$ cat src/rtl/conv_post_process.sv
// -----------------------------------------------------------------------------
// conv_post_process
//
// Post-processing for one convolution output stream. Each accepted adder-tree
// sum (signed Q14.7) gets its per-channel bias added, is saturated to signed
// Q7.7 and passes through a selectable activation. Results queue in a small
// first-word-fall-through FIFO that the output feature-map writer drains with
// a ready/valid handshake.
//
// Pipeline (one result per cycle, no bypass):
//   accept edge N : S1 captures sum/bias/mode
//   edge N+1      : S2 holds the bias-added, saturated value x and its mode
//   edge N+2      : S3 holds the activation result y
//   edge N+3      : y is written to the FIFO
//
// in_ready is a credit signal: it is high only when every result already
// accepted (in flight or buffered) still leaves room for one more, so a FIFO
// write can never meet a full FIFO and the pipeline never has to stall.
//
// Ports
//   clk_i        clock, rising edge
//   rst_ni       asynchronous reset, active low
//   in_valid_i   sum_in_i / bias_in_i / act_mode_i valid
//   sum_in_i     signed adder-tree sum, SUM_W bits, Q14.7
//   bias_in_i    signed bias, BITSIZE bits, Q7.7
//   act_mode_i   0 none, 1 ReLU, 2 ReLU6, 3 h-swish
//   in_ready_o   room guaranteed for one more result
//   out_valid_o  FIFO not empty
//   out_data_o   FIFO head, signed Q7.7 (0 while empty)
//   out_ready_i  consumer takes the head this cycle
//   overflow_o   sticky: an input arrived while in_ready_o was low
// -----------------------------------------------------------------------------
module conv_post_process #(
    parameter int BITSIZE    = 14,
    parameter int SUM_W      = BITSIZE + 7,
    parameter int FRAC       = 7,
    parameter int FIFO_DEPTH = 4
) (
    input  logic               clk_i,
    input  logic               rst_ni,
    input  logic               in_valid_i,
    input  logic [SUM_W-1:0]   sum_in_i,
    input  logic [BITSIZE-1:0] bias_in_i,
    input  logic [1:0]         act_mode_i,
    output logic               in_ready_o,
    output logic               out_valid_o,
    output logic [BITSIZE-1:0] out_data_o,
    input  logic               out_ready_i,
    output logic               overflow_o
);

    localparam int S_W      = SUM_W + 1;          // sum + bias never overflows here
    localparam int AW       = $clog2(FIFO_DEPTH);
    localparam int CW       = AW + 2;             // holds fifo count + inflight
    localparam int T_W      = FRAC + 4;           // h-swish gate, 0 .. 6.0
    localparam int P_W      = BITSIZE + T_W;      // x * t
    localparam int Q_W      = P_W + 11;           // x * t * 683
    localparam int HS_SHIFT = FRAC + 12;          // drop one Q7 scale and /4096

    localparam logic signed [S_W-1:0]     X_MAX   = S_W'((1 << (BITSIZE - 1)) - 1);
    localparam logic signed [S_W-1:0]     X_MIN   = S_W'(-(1 << (BITSIZE - 1)));
    localparam logic signed [BITSIZE-1:0] XN_MAX  = {1'b0, {(BITSIZE - 1){1'b1}}};
    localparam logic signed [BITSIZE-1:0] XN_MIN  = {1'b1, {(BITSIZE - 1){1'b0}}};
    localparam logic signed [BITSIZE-1:0] RELU6_N = BITSIZE'(6 << FRAC);
    localparam logic signed [BITSIZE+1:0] HS_OFF  = (BITSIZE + 2)'(3 << FRAC);
    localparam logic signed [BITSIZE+1:0] HS_CAP  = (BITSIZE + 2)'(6 << FRAC);
    localparam logic signed [Q_W-1:0]     HS_MUL  = Q_W'(683);   // ~4096/6
    localparam logic signed [Q_W-1:0]     Q_MAX   = Q_W'((1 << (BITSIZE - 1)) - 1);
    localparam logic signed [Q_W-1:0]     Q_MIN   = Q_W'(-(1 << (BITSIZE - 1)));

    // ------------------------------------------------------------------ state
    logic                      s1_valid_q, s2_valid_q, s3_valid_q;
    logic signed [SUM_W-1:0]   s1_sum_q;
    logic signed [BITSIZE-1:0] s1_bias_q;
    logic [1:0]                s1_mode_q, s2_mode_q;
    logic signed [BITSIZE-1:0] s2_x_q, s3_y_q;

    logic [BITSIZE-1:0]        mem_q [FIFO_DEPTH];
    logic [AW-1:0]             wr_ptr_q, rd_ptr_q;
    logic [CW-1:0]             cnt_q, cnt_d;
    logic                      overflow_q;

    // ------------------------------------------------------------ handshakes
    logic          accept, push, pop;
    logic [CW-1:0] inflight;

    assign inflight    = CW'(s1_valid_q) + CW'(s2_valid_q) + CW'(s3_valid_q);
    assign in_ready_o  = (cnt_q + inflight) < CW'(FIFO_DEPTH);
    assign accept      = in_valid_i & in_ready_o;
    assign push        = s3_valid_q;
    assign out_valid_o = (cnt_q != '0);
    assign pop         = out_valid_o & out_ready_i;
    assign overflow_o  = overflow_q;
    assign out_data_o  = out_valid_o ? mem_q[rd_ptr_q] : '0;

    // ----------------------------------------------- S1 -> S2: bias + sat14
    logic signed [S_W-1:0]     s1_s;
    logic signed [BITSIZE-1:0] s1_x;

    assign s1_s = $signed({s1_sum_q[SUM_W-1], s1_sum_q})
                + $signed({{(S_W - BITSIZE){s1_bias_q[BITSIZE-1]}}, s1_bias_q});

    always_comb begin
        s1_x = s1_s[BITSIZE-1:0];
        if (s1_s > X_MAX) begin
            s1_x = XN_MAX;
        end else if (s1_s < X_MIN) begin
            s1_x = XN_MIN;
        end
    end

    // ------------------------------------------------- S2 -> S3: activation
    logic signed [BITSIZE+1:0] hs_sum;
    logic [T_W-1:0]            hs_t;
    logic signed [P_W-1:0]     hs_p;
    logic signed [Q_W-1:0]     hs_q, hs_sh;
    logic signed [BITSIZE-1:0] hs_y, relu_y, relu6_y, act_y;

    assign hs_sum = $signed({{2{s2_x_q[BITSIZE-1]}}, s2_x_q}) + HS_OFF;

    always_comb begin
        hs_t = T_W'(hs_sum);
        if (hs_sum < 0) begin
            hs_t = '0;
        end else if (hs_sum > HS_CAP) begin
            hs_t = T_W'(HS_CAP);
        end
    end

    // t is unsigned, so it is zero-extended before the signed multiply.
    assign hs_p  = $signed({{(P_W - BITSIZE){s2_x_q[BITSIZE-1]}}, s2_x_q})
                 * $signed({{(P_W - T_W){1'b0}}, hs_t});
    assign hs_q  = $signed({{(Q_W - P_W){hs_p[P_W-1]}}, hs_p}) * HS_MUL;
    assign hs_sh = hs_q >>> HS_SHIFT;   // arithmetic shift floors negatives

    always_comb begin
        hs_y = hs_sh[BITSIZE-1:0];
        if (hs_sh > Q_MAX) begin
            hs_y = XN_MAX;
        end else if (hs_sh < Q_MIN) begin
            hs_y = XN_MIN;
        end
    end

    assign relu_y  = s2_x_q[BITSIZE-1] ? '0 : s2_x_q;
    assign relu6_y = (relu_y > RELU6_N) ? RELU6_N : relu_y;

    always_comb begin
        act_y = s2_x_q;
        case (s2_mode_q)
            2'd1:    act_y = relu_y;
            2'd2:    act_y = relu6_y;
            2'd3:    act_y = hs_y;
            default: act_y = s2_x_q;
        endcase
    end

    // ------------------------------------------------------ pipeline stages
    always_ff @(posedge clk_i or negedge rst_ni) begin
        if (!rst_ni) begin
            s1_valid_q <= 1'b0;
            s2_valid_q <= 1'b0;
            s3_valid_q <= 1'b0;
            s1_sum_q   <= '0;
            s1_bias_q  <= '0;
            s1_mode_q  <= '0;
            s2_x_q     <= '0;
            s2_mode_q  <= '0;
            s3_y_q     <= '0;
            overflow_q <= 1'b0;
        end else begin
            s1_valid_q <= accept;
            if (accept) begin
                s1_sum_q  <= $signed(sum_in_i);
                s1_bias_q <= $signed(bias_in_i);
                s1_mode_q <= act_mode_i;
            end
            s2_valid_q <= s1_valid_q;
            s2_x_q     <= s1_x;
            s2_mode_q  <= s1_mode_q;
            s3_valid_q <= s2_valid_q;
            s3_y_q     <= act_y;
            // Rejected inputs are dropped, never stalled; remember that it happened.
            if (in_valid_i && !in_ready_o) begin
                overflow_q <= 1'b1;
            end
        end
    end

    // ------------------------------------------------------------ FWFT FIFO
    always_comb begin
        cnt_d = cnt_q;
        case ({push, pop})
            2'b10:   cnt_d = cnt_q + CW'(1);
            2'b01:   cnt_d = cnt_q - CW'(1);
            default: cnt_d = cnt_q;
        endcase
    end

    always_ff @(posedge clk_i or negedge rst_ni) begin
        if (!rst_ni) begin
            wr_ptr_q <= '0;
            rd_ptr_q <= '0;
            cnt_q    <= '0;
            for (int i = 0; i < FIFO_DEPTH; i++) begin
                mem_q[i] <= '0;
            end
        end else begin
            cnt_q <= cnt_d;
            if (push) begin
                mem_q[wr_ptr_q] <= s3_y_q;
                wr_ptr_q        <= wr_ptr_q + AW'(1);
            end
            if (pop) begin
                rd_ptr_q <= rd_ptr_q + AW'(1);
            end
        end
    end

endmodule

$ cat config.mk
export PLATFORM = sky130hd
export DESIGN_NAME = conv_post_process
export DESIGN_NICKNAME = d
export VERILOG_FILES = /design/src/rtl/conv_post_process.sv
export SDC_FILE = /design/constraint.sdc
export NUM_CORES = 1
export LEC_CHECK = 0
export ABC_AREA = 1
export CORE_MARGIN = 10
export CORE_UTILIZATION = 25
export CTS_CLUSTER_DIAMETER = 50
export DETAILED_ROUTE_END_ITERATION = 10
export PLACE_DENSITY = 0.45
export SETUP_SLACK_MARGIN = 0.05
export SLEW_MARGIN = 20
export SYNTH_ARGS = -nofsm -noshare
export SYNTH_HDL_FRONTEND = slang
export SYNTH_SLANG_ARGS = --single-unit
$ cat constraint.sdc
create_clock -name clk_i -period 10 [get_ports clk_i]
set_input_delay 1.5 -clock clk_i [delete_from_list [all_inputs] [get_ports clk_i]]
set_output_delay 1.5 -clock clk_i [all_outputs]
set_load 0.005 [all_outputs]
==> flow_metrics.py <==
metrics = {
    "cells_and_area": {
        "finalNetCount": 3077,
        "antennaDiodeCount": 0,
        "final_common_cell": "inv_1",
        "fillers": 7514,
        "layout_common_cells": "inv_1, nand2_1, buf_4",
        "drive_gt1_frac": 0.234,
        "syn_to_final_growth_pct": 33.0,
        "stdcell_area_mm2": 0.0239,
    },
    "route": {
        "drt_first_pass_iters": 5,
        "vias": 15100,
        "drt_iter0_markers": 619,
        "routed_wl_um": 49600,
        "viasPerCell": 4.24,
        "wire_per_inst_um": 13.9,
        "route.detailed.drc": 0,
        "antenna_left": 0,
    },
    "global_route": {
        "grt_pass1_vias": 16200,
        "grt_overflow": 0,
        "track_usage": 0.121,
        "grt_pass1_wl_um": 81600,
        "antenna_found_initial": 1,
        "grt_max_degree": 82,
    },
    "sta": {
        "clock_skew_ns": 0.0184,
        "finalHoldViolCount": 0,
        "setup_viol": 0,
        "maxSlewViolCount": 0,
        "worst_pin_slew_ns": 0.990,
        "period_needed_ns": 10.0,
        "fin_crit_sh": 1.00,
        "rsz0062_at_grt": "yes",
        "relSlewSlack": 0.336,
        "fmax_mhz": 100,
    },
    "synthesis": {
        "synth_ff_type": "dfrtp_1",
        "yosysWarningCount": 0,
        "synth_edf_count": 0,
        "netlist_area_mm2": 0.0180,
        "ys_ff_latch": 135,
        "netlist_instances": 2252,
        "syn_area_per_cell_um2": 7.97,
        "async_flop_share": 1.00,
        "synth-seq-area-share": 0.188,
        "ys_types": 51,
    },
    "clock_tree": {
        "clockBufferDepth": 2,
        "clk-insertion-delay-late_ns": 0.43,
        "htree_levels": 4,
        "cts_num_sinks": 135,
        "cts_tree": "done",
        "path_clk_slew_ns": 0.06,
        "cts_made_buffers": 17,
        "root_buffer": "clkbuf_16",
    },
    "worst_setup_path": {
        "reg2reg_slack_ns": 0.005,
        "start_kind": "register",
        "path_max_fanout": 7,
        "reg2reg_from": "s2_x_q[7]",
        "max_stage_delay_ns": 0.54,
        "required_ns": 10.36,
        "cp-end-kind": "register",
        "path_class": "reg -> reg",
        "r2r_cells": 52,
        "reg2reg_to": "s3_y_q[6]",
        "crit_buf_inv": 13,
        "path_common_cell": "fa_1",
        "cpLargestDelayFamily": "adder cells",
        "crit_slowest_cell": "fa_1",
        "critPathArrivalTime_ns": 10.36,
    },
    "die": {
        "fp.dieW_um": 288,
        "num_rows": 98,
        "core-area_mm2": 0.0714,
        "start_util": 0.252,
        "ios": 58,
        "die_area_mm2": 0.0829,
        "die-height_um": 288,
    },
    "placed_design": {
        "placed_cell_area_mm2": 0.0218,
        "place.port_buffers": 57,
        "hpwlAfterDp_um": 41500,
        "gp_congestion": 0.863,
    },
    "status": {
        "status": "complete, no violations",
    },
    "hold_path": {
        "worstHoldEndpoint": "push",
        "hold_path_startpoint": "s2_valid_q",
        "whs_path_depth": 0,
        "hp-class": "reg -> reg",
    },
    "run": {
        "cap_violations": 0,
    },
}
stage by stage:
step / setup TNS (ns) / hold WS (ns) / cells / worst slack, ns / util
finish: 0 / 0.400 / 3568 / 0.00486 / 0.335
global placement: -5.43 / 0.395 / 3490 / -0.422 / 0.306
floorplan: 0 / 0.354 / 2265 / 0.0893 / -
CTS: -0.409 / 0.402 / 3562 / -0.0467 / 0.330
detailed placement: -6.81 / 0.395 / 3490 / -0.528 / 0.306
global route: -7.02 / 0.413 / 3568 / -0.532 / 0.335
logic make-up (layout without fill, tap and decap cells):
kind of cell | count (synthesis) | count (layout) | synth area share
buf+inv | 566 | 917 | 0.123
other cells | 2 | 15 | 0.000418
flops | 135 | 135 | 0.188
compound gates | 267 | 267 | 0.0826
simple gates | 786 | 788 | 0.176
xor+xnor | 65 | 65 | 0.0321
fa+ha+maj | 431 | 431 | 0.398
layout make-up:
type,instances,area (µm²),area share
multi-input combinational,1566,13700,0.574
sequential,135,3380,0.141
timing repair buffer,370,3030,0.127
inverter,515,1960,0.0823
tap,950,1190,0.0498
clock buffer,22,494,0.0207
clock inverter,10,115,0.00482
worst max-delay path by stage:
stage	from	end	slack, ns	cells after the start
2_1_floorplan	s2_x_q[7]	s3_y_q[8]	0.09	63
3_3_place_gp	s2_x_q[7]	s3_y_q[4]	-0.42	53
3_5_place_dp	s2_x_q[7]	s3_y_q[0]	-0.53	55
4_1_cts	s2_x_q[7]	s3_y_q[5]	-0.05	59
5_1_grt	s2_x_q[7]	s3_y_q[0]	-0.53	63
6_report	s2_x_q[7]	s3_y_q[6]	0.005	52
worst register-to-register path, delay by kind of cell, from the launching register on:
kind	cells	cell delay (ns)
XOR/XNOR	1	0.23
AO/OA/AOI/OAI	6	1.11
flip-flops	1	0.39
buffers and inverters	13	1.27
AND/OR/NAND/NOR	19	1.68
adder cells (fa/ha/maj)	13	5.25
Yosys cell counts (3+ instances only):
cell type,n,share of area
nand2_1,510,0.11
inv_1,498,0.10
fa_1,233,0.26
ha_1,198,0.14
nor2_1,183,0.038
dfrtp_1,135,0.19
o21ai_0,117,0.033
a21oi_1,93,0.026
xor2_1,42,0.020
nand3_1,38,0.011
clkbuf_1,35,0.0073
xnor2_1,22,0.011
nand2_2,15,0.0052
nand4_1,13,0.0045
a21o_1,12,0.0050
a31oi_1,12,0.0042
inv_2,12,0.0025
nor3_1,8,0.0022
a21oi_2,7,0.0034
buf_6,6,0.0038
o21bai_1,6,0.0025
buf_4,5,0.0021
nor2_2,5,0.0017
buf_1,4,0.00084
nand3_2,3,0.0017
nand3b_1,3,0.0013
nor4_1,3,0.0010
o21a_1,3,0.0013
state kept, by name (all words and copies together) (netlist names):
name	cells
mem_q	56
s1_sum_q	21
s1_bias_q	14
s2_x_q	14
s3_y_q	14
cnt_q	4
rd_ptr_q	2
s1_mode_q	2
s2_mode_q	2
wr_ptr_q	2
overflow_o	1
push	1
s1_valid_q	1
s2_valid_q	1
metal layers:
layer  part of all wire  track usage  up-vias  routed length [µm]
met5            0.00014            0        -                   7
li1                   -            -     7510                   -
met2               0.51        0.215      159               25200
met3              0.029       0.0169       33                1450
met1               0.45        0.155     7414               22600
met4             0.0083       0.0204        2                 412
repair_timing:
action                                  in CTS  in global routing
hold buffers                                 0                  0
setup buffers                               37                  9
endpoints found under the hold margin        0                  0
pin swaps                                  110                 98
gates resized for setup                    158                 74
gates cloned                                 3                  0
endpoints found under the setup margin      14                 14
Power is not shown: default switching activity piles up to over one toggle a cycle in this logic, so the estimate is an artifact.
